## src/rtl/ef_tmr32_dtg_if.sv

```systemverilog
// Signal bundle between the EF_TMR32 PWM/fault logic and the dead-time generator.
// The timer side uses master; the generator uses slave.
interface ef_tmr32_dtg_if #(
  parameter int DT_W = 8
);
  logic            en;
  logic            pwm_in;
  logic [DT_W-1:0] dt_rise;
  logic [DT_W-1:0] dt_fall;
  logic            fault_in;
  logic            fault_clr;
  logic            pwm_h;
  logic            pwm_l;
  logic            fault_o;
  logic            dt_busy;

  modport master (
    output en, pwm_in, dt_rise, dt_fall, fault_in, fault_clr,
    input  pwm_h, pwm_l, fault_o, dt_busy
  );

  modport slave (
    input  en, pwm_in, dt_rise, dt_fall, fault_in, fault_clr,
    output pwm_h, pwm_l, fault_o, dt_busy
  );
endinterface

```

## src/rtl/ef_tmr32_dtg.sv

```systemverilog
// Complementary high/low gate generator with dead time and a filtered, latched fault.
// The bus interface DT_W must match this module's DT_W.
module ef_tmr32_dtg #(
  parameter int DT_W      = 8,
  parameter int FLT_FILT  = 4,
  parameter bit H_ACT_LOW = 1'b0,
  parameter bit L_ACT_LOW = 1'b0
) (
  input  logic              clk_i,
  input  logic              rst_i,
  ef_tmr32_dtg_if.slave     bus
);

  localparam int              FW       = $clog2(FLT_FILT + 1);
  localparam logic [FW-1:0]   FLT_MAX  = FW'(FLT_FILT);
  localparam logic [FW-1:0]   FLT_ONE  = FW'(1'b1);
  localparam logic [FW-1:0]   FLT_ZERO = {FW{1'b0}};
  localparam logic [DT_W-1:0] CNT_ZERO = {DT_W{1'b0}};
  localparam logic [DT_W-1:0] CNT_ONE  = DT_W'(1'b1);

  typedef enum logic [2:0] {
    ST_OFF     = 3'd0,
    ST_L_ON    = 3'd1,
    ST_DT_TO_H = 3'd2,
    ST_H_ON    = 3'd3,
    ST_DT_TO_L = 3'd4,
    ST_FAULT   = 3'd5
  } state_t;

  state_t          state_r;
  state_t          state_nxt_s;
  logic [DT_W-1:0] cnt_r;
  logic [DT_W-1:0] cnt_nxt_s;
  logic            fault_r;
  logic            fault_nxt_s;
  logic [1:0]      sync_r;
  logic [FW-1:0]   flt_cnt_r;
  logic            flt_act_s;
  logic            h_on_r;
  logic            l_on_r;
  logic            busy_r;

  assign flt_act_s = (flt_cnt_r == FLT_MAX);

  // Fault pin synchronizer and saturating run-length filter.
  always_ff @(posedge clk_i) begin
    if (rst_i) begin
      sync_r    <= 2'b00;
      flt_cnt_r <= FLT_ZERO;
    end else begin
      sync_r <= {sync_r[0], bus.fault_in};
      if (!sync_r[1]) begin
        flt_cnt_r <= FLT_ZERO;
      end else if (flt_cnt_r != FLT_MAX) begin
        flt_cnt_r <= flt_cnt_r + FLT_ONE;
      end else begin
        flt_cnt_r <= flt_cnt_r;
      end
    end
  end

  // Next-state decode: fault set beats clear, clear beats enable, enable beats PWM tracking.
  always_comb begin
    state_nxt_s = state_r;
    cnt_nxt_s   = cnt_r;
    fault_nxt_s = fault_r;
    if (flt_act_s) begin
      state_nxt_s = ST_FAULT;
      fault_nxt_s = 1'b1;
    end else if (state_r == ST_FAULT) begin
      if (bus.fault_clr) begin
        state_nxt_s = ST_OFF;
        fault_nxt_s = 1'b0;
      end else begin
        state_nxt_s = ST_FAULT;
      end
    end else if (!bus.en) begin
      state_nxt_s = ST_OFF;
    end else begin
      case (state_r)
        ST_OFF: state_nxt_s = ST_L_ON;
        ST_L_ON: begin
          if (!bus.pwm_in) begin
            state_nxt_s = ST_L_ON;
          end else if (bus.dt_rise == CNT_ZERO) begin
            state_nxt_s = ST_H_ON;
          end else begin
            state_nxt_s = ST_DT_TO_H;
            cnt_nxt_s   = bus.dt_rise;
          end
        end
        // A PWM reversal during dead time returns straight to the side still safe to drive.
        ST_DT_TO_H: begin
          if (!bus.pwm_in) begin
            state_nxt_s = ST_L_ON;
          end else if (cnt_r <= CNT_ONE) begin
            state_nxt_s = ST_H_ON;
          end else begin
            cnt_nxt_s = cnt_r - CNT_ONE;
          end
        end
        ST_H_ON: begin
          if (bus.pwm_in) begin
            state_nxt_s = ST_H_ON;
          end else if (bus.dt_fall == CNT_ZERO) begin
            state_nxt_s = ST_L_ON;
          end else begin
            state_nxt_s = ST_DT_TO_L;
            cnt_nxt_s   = bus.dt_fall;
          end
        end
        ST_DT_TO_L: begin
          if (bus.pwm_in) begin
            state_nxt_s = ST_H_ON;
          end else if (cnt_r <= CNT_ONE) begin
            state_nxt_s = ST_L_ON;
          end else begin
            cnt_nxt_s = cnt_r - CNT_ONE;
          end
        end
        default: state_nxt_s = ST_OFF;
      endcase
    end
  end

  // State register with gate flops loaded from the next-state decode.
  always_ff @(posedge clk_i) begin
    if (rst_i) begin
      state_r <= ST_OFF;
      cnt_r   <= CNT_ZERO;
      fault_r <= 1'b0;
      h_on_r  <= 1'b0;
      l_on_r  <= 1'b0;
      busy_r  <= 1'b0;
    end else begin
      state_r <= state_nxt_s;
      cnt_r   <= cnt_nxt_s;
      fault_r <= fault_nxt_s;
      h_on_r  <= (state_nxt_s == ST_H_ON);
      l_on_r  <= (state_nxt_s == ST_L_ON);
      busy_r  <= (state_nxt_s == ST_DT_TO_H) || (state_nxt_s == ST_DT_TO_L);
    end
  end

  assign bus.pwm_h   = h_on_r ^ H_ACT_LOW;
  assign bus.pwm_l   = l_on_r ^ L_ACT_LOW;
  assign bus.fault_o = fault_r;
  assign bus.dt_busy = busy_r;

endmodule
```

## src/flat_wrapper.sv

```systemverilog
// flat-port wrapper written by rule: the top's interface ports become plain ports
module ef_tmr32_dtg_flat 
#(
  parameter int DT_W      = 8,
  parameter int FLT_FILT  = 4,
  parameter bit H_ACT_LOW = 1'b0,
  parameter bit L_ACT_LOW = 1'b0
)
  (clk_i, rst_i, bus_en, bus_pwm_in, bus_dt_rise, bus_dt_fall, bus_fault_in, bus_fault_clr, bus_pwm_h, bus_pwm_l, bus_fault_o, bus_dt_busy);
  ef_tmr32_dtg_if #(.DT_W(DT_W)) bus_i ();
  input  logic clk_i;
  input  logic rst_i;
  input wire logic [$bits(bus_i.en)-1:0] bus_en;
  input wire logic [$bits(bus_i.pwm_in)-1:0] bus_pwm_in;
  input wire logic [$bits(bus_i.dt_rise)-1:0] bus_dt_rise;
  input wire logic [$bits(bus_i.dt_fall)-1:0] bus_dt_fall;
  input wire logic [$bits(bus_i.fault_in)-1:0] bus_fault_in;
  input wire logic [$bits(bus_i.fault_clr)-1:0] bus_fault_clr;
  output wire logic [$bits(bus_i.pwm_h)-1:0] bus_pwm_h;
  output wire logic [$bits(bus_i.pwm_l)-1:0] bus_pwm_l;
  output wire logic [$bits(bus_i.fault_o)-1:0] bus_fault_o;
  output wire logic [$bits(bus_i.dt_busy)-1:0] bus_dt_busy;
  assign bus_i.en = bus_en;
  assign bus_i.pwm_in = bus_pwm_in;
  assign bus_i.dt_rise = bus_dt_rise;
  assign bus_i.dt_fall = bus_dt_fall;
  assign bus_i.fault_in = bus_fault_in;
  assign bus_i.fault_clr = bus_fault_clr;
  assign bus_pwm_h = bus_i.pwm_h;
  assign bus_pwm_l = bus_i.pwm_l;
  assign bus_fault_o = bus_i.fault_o;
  assign bus_dt_busy = bus_i.dt_busy;
  ef_tmr32_dtg #(.DT_W(DT_W), .FLT_FILT(FLT_FILT), .H_ACT_LOW(H_ACT_LOW), .L_ACT_LOW(L_ACT_LOW)) u_core (.clk_i(clk_i), .rst_i(rst_i), .bus(bus_i));
endmodule
```

## config.mk

```make
export PLATFORM = sky130hd
export DESIGN_NAME = ef_tmr32_dtg_flat
export DESIGN_NICKNAME = d
export VERILOG_FILES = /design/src/rtl/ef_tmr32_dtg_if.sv /design/src/rtl/ef_tmr32_dtg.sv /design/src/flat_wrapper.sv
export SDC_FILE = /design/constraint.sdc
export NUM_CORES = 1
export LEC_CHECK = 0
export ABC_CLOCK_PERIOD_IN_PS = 2600
export CELL_PAD_IN_SITES_DETAIL_PLACEMENT = 0
export CELL_PAD_IN_SITES_GLOBAL_PLACEMENT = 1
export CORE_MARGIN = 8
export CORE_UTILIZATION = 37
export DETAILED_ROUTE_END_ITERATION = 10
export PLACE_DENSITY = 0.85
export SKIP_LAST_GASP = 1
export SLEW_MARGIN = 20
export SYNTH_ARGS = -nofsm -noshare
export SYNTH_HDL_FRONTEND = slang
export SYNTH_SLANG_ARGS = --single-unit
```

## constraint.sdc

```tcl
create_clock -name clk_i -period 2.6 [get_ports clk_i]
set_clock_uncertainty 0.1 [all_clocks]
set_input_delay 0.65 -clock clk_i [delete_from_list [all_inputs] [get_ports clk_i]]
set_output_delay 0.65 -clock clk_i [all_outputs]
set_load 0.01 [all_outputs]
```

==> impl_metrics.ini <==
[pwr]
clock_power_share_pct = 34.9
finalPower_w = 0.000720
power.net_switching_w = 0.000172
worst_ir_drop_vdd_mv = 0.294
comb_power_share_pct = 20.0
intPower_w = 0.000548
switching_share_pct = 23.9
leakagePower_nw = 0.612
sequentialPowerShare_pct = 45.1
p_per_cell_area_nw_per_um2 = 427

[synthesis]
synthArstFlopShare_pct = 0
synthesis.nets = 185
synthesis.area_sq_um = 1280
ys_ff_latch = 20
postSynth.topFlopCell = sky130_fd_sc_hd__dfxtp_1
netlist_instances = 159
synthDistinctLibCells = 43
count_of_flip_flops_with_a_built_in_enable_after_synthesis = 0
synth_top_cell_area_share_pct = 31.3
warnings_synthesis = 0
post-synth-top-area-cell = sky130_fd_sc_hd__dfxtp_1
synth_area_leaders = sky130_fd_sc_hd__dfxtp_1, sky130_fd_sc_hd__nor2_1, sky130_fd_sc_hd__a22o_1
share_of_the_yosys_chip_area_belonging_to_registers_pct = 31.3
syn_avg_cell_area_sq_um = 8.04

[drt]
wirelength_um = 3550
detail_route.first_pass.iterations = 4
drc = 0
antenna_violating_nets_post_route = 0
drt_iter0_drc = 44
post_drt_via_cell_ratio = 5.67
vias = 1344
drt-wirelength-per-cell_um = 15.0

[grt]
grt_pass1_wl_um = 6040
globalRoute.busiestLayer = met2
met1_usage_pct = 15.3
grt.total_usage_pct = 13.8
grt_antenna_before_repair = 0
first_global_vias = 1329
gr-usage-met2_pct = 23.2
grtUsageMet3_pct = 4.66
overflow = 0
largest_net_degree_at_the_start_of_global_routing = 16

[floorplanning]
placeableCoreArea_sq_um = 3340
die_area_sq_um = 5590
chipWidth_um = 74.8
floorplan.die.height_um = 74.8
initial_core_util_pct = 38.3
core.rowCount = 21
io-pin-count = 26

[cells_and_area]
design.final.nets = 218
layout-area-overhead-vs-synth_pct = 32.0
final_core_util_pct = 50.6
post_route_cells_drive_above_1_share_pct = 11.0
fillerInstances = 344
antenna_cells_inserted = 0

[clock_network]
htree_depth = 1
maximum_clock_insertion_buffer_count = 2
cts.sinks = 20
clock_pin_slew_reported_for_the_worst_setup_and_hold_paths_after_clock_tree_synthesis_ps = 120
cts_hold_buf = 0
post_cts.resized_instances = 0
worst_skew_pair.late_latency_ps = 310
numCtsBuffers = 3
ctsRootBufferMaster = sky130_fd_sc_hd__clkbuf_4
post-cts-setup-buffers = 0
clock_tree_from_tritoncts = built

[flow_run]
timing.max_cap.violations = 0

[critical_path]
critPathMaxFanout = 3
worst-setup-path-type = primary input to register
critical_path.cell_chain = clkdlybuf4s50_1 > or4_1 > o211ai_1 > a211oi_2 > or2_1 > and4_1 > a31o_1
worst_path_largest_cell_delay_ps = 570
timing.critical_path.arrival_ps = 2630
critical_path.endpoint_type = register
worstSetupStartpointType = primary input
cp_data_required_time_ps = 2720
crit_slowest_cell = sky130_fd_sc_hd__or4_1

[timing]
setup_repair_after_global_routing_missed_its_margin = no
timing.max_slew.rel_slack_pct = 61.2
finalHoldViolations = 0
maxClockFrequency_ghz = 0.398
ratio_of_final_minimum_period_to_clock_period_pct = 96.8
final.min_clock_period_ps = 2520
timing.setup.tns_ps = 0
report.final.slew_viol_count = 0
worst_hold_slack_ps = 378
tightestPinTransition_ps = 578
final-setup-viol-count = 0

[placed_design]
globalplace.congestion = 0.952
port_buffers = 25
dp_hpwl_um = 2880

[outcome]
status = complete, no violations

[min_path]
hold_path.class = register to register
critical path, delay by kind of cell:
kind                   cells  cell delay (ps)
AOI/OAI and AO/OA          3              510
buffers and inverters      1              440
and+or+nand+nor            3             1030
worst paths after layout:
path                     from               end  slack [ps]  cells past startpoint
max            bus_dt_fall[5]   u_core.cnt_r[0]          80                      7
min          u_core.sync_r[0]  u_core.sync_r[1]         380                      1
max reg2reg   u_core.cnt_r[4]   u_core.cnt_r[0]         260                      7
min reg2reg  u_core.sync_r[0]  u_core.sync_r[1]         380                      1
cells in the mapped netlist, types with 4 or more instances:
master	number
sky130_fd_sc_hd__o21ai_0	8
sky130_fd_sc_hd__o31ai_1	6
sky130_fd_sc_hd__o311ai_0	7
sky130_fd_sc_hd__nor2b_1	8
sky130_fd_sc_hd__clkbuf_1	4
sky130_fd_sc_hd__dfxtp_1	20
sky130_fd_sc_hd__a21oi_1	8
sky130_fd_sc_hd__ha_1	4
sky130_fd_sc_hd__nor2_1	23
sky130_fd_sc_hd__inv_1	8
sky130_fd_sc_hd__nor3_1	8
sky130_fd_sc_hd__a22o_1	7
sky130_fd_sc_hd__nand2_1	9
power by group through the flow:
stage	clock network [W]	logic (W)	registers (W)
CTS	0.000257	0.000144	0.000325
global route	0.000269	0.000158	0.000326
global placement	0	0.000141	0.000331
floorplan	0	0.0000790	0.000326
detailed placement	0	0.000143	0.000332
finish	0.000251	0.000144	0.000325
logic make-up (layout without fill, tap and decap cells):
family / after synthesis / in the layout / share of synthesized area, %
fa+ha+maj: 4 / 4 / 3.91
simple gates: 65 / 65 / 26.7
buf+inv: 14 / 46 / 4.21
flops: 20 / 20 / 31.3
compound gates: 53 / 53 / 31.8
xor+xnor: 3 / 3 / 2.06
per-layer routing:
layer  share of wire, %  up-vias  wire length (um)
met4                2.0        0                70
met1                 43      626              1510
li1                   -      667                 -
met2                 49       42              1730
met3                6.5        9               229
met5                  0        -                 0
layout by cell type (no fill, tap or decap), types with 8 or more instances in the layout:
master / synthesis / layout
sky130_fd_sc_hd__clkdlybuf4s50_1: 0 / 25
sky130_fd_sc_hd__nor2_1: 23 / 23
sky130_fd_sc_hd__dfxtp_1: 20 / 20
sky130_fd_sc_hd__nand2_1: 9 / 9
sky130_fd_sc_hd__buf_4: 0 / 9
sky130_fd_sc_hd__inv_1: 8 / 8
sky130_fd_sc_hd__nor2b_1: 8 / 8
sky130_fd_sc_hd__nor3_1: 8 / 8
sky130_fd_sc_hd__a21oi_1: 8 / 8
through the flow:
| step | instance area (sq um) | std cells | worst slack [ps] |
|---|---|---|---|
| global route | 1690 | 237 | 16.7 |
| detailed placement | 1630 | 233 | -217 |
| finish | 1690 | 237 | 84.4 |
| CTS | 1680 | 237 | 114 |
| global placement | 1630 | 233 | -181 |
| floorplan | 1280 | 159 | 321 |
cell type report:
cell class	instances	area, sq um	area share [%]
tap	46	57.6	3.41
multi-input combinational	125	830	49.1
inverter	8	30.0	1.78
clock inverter	1	30.0	1.78
sequential	20	400	23.7
timing repair buffer	34	318	18.8
clock buffer	3	22.5	1.33
flip-flops by register name, indices dropped and copies added, names as in the netlist:
signal / flops
u_core.cnt_r: 8
u_core.flt_cnt_r: 3
u_core.state_r: 3
u_core.sync_r: 2
u_core.bus.dt_busy: 1
u_core.bus.fault_o: 1
u_core.bus.pwm_h: 1
u_core.bus.pwm_l: 1
Power figures use the tool's default switching activity.
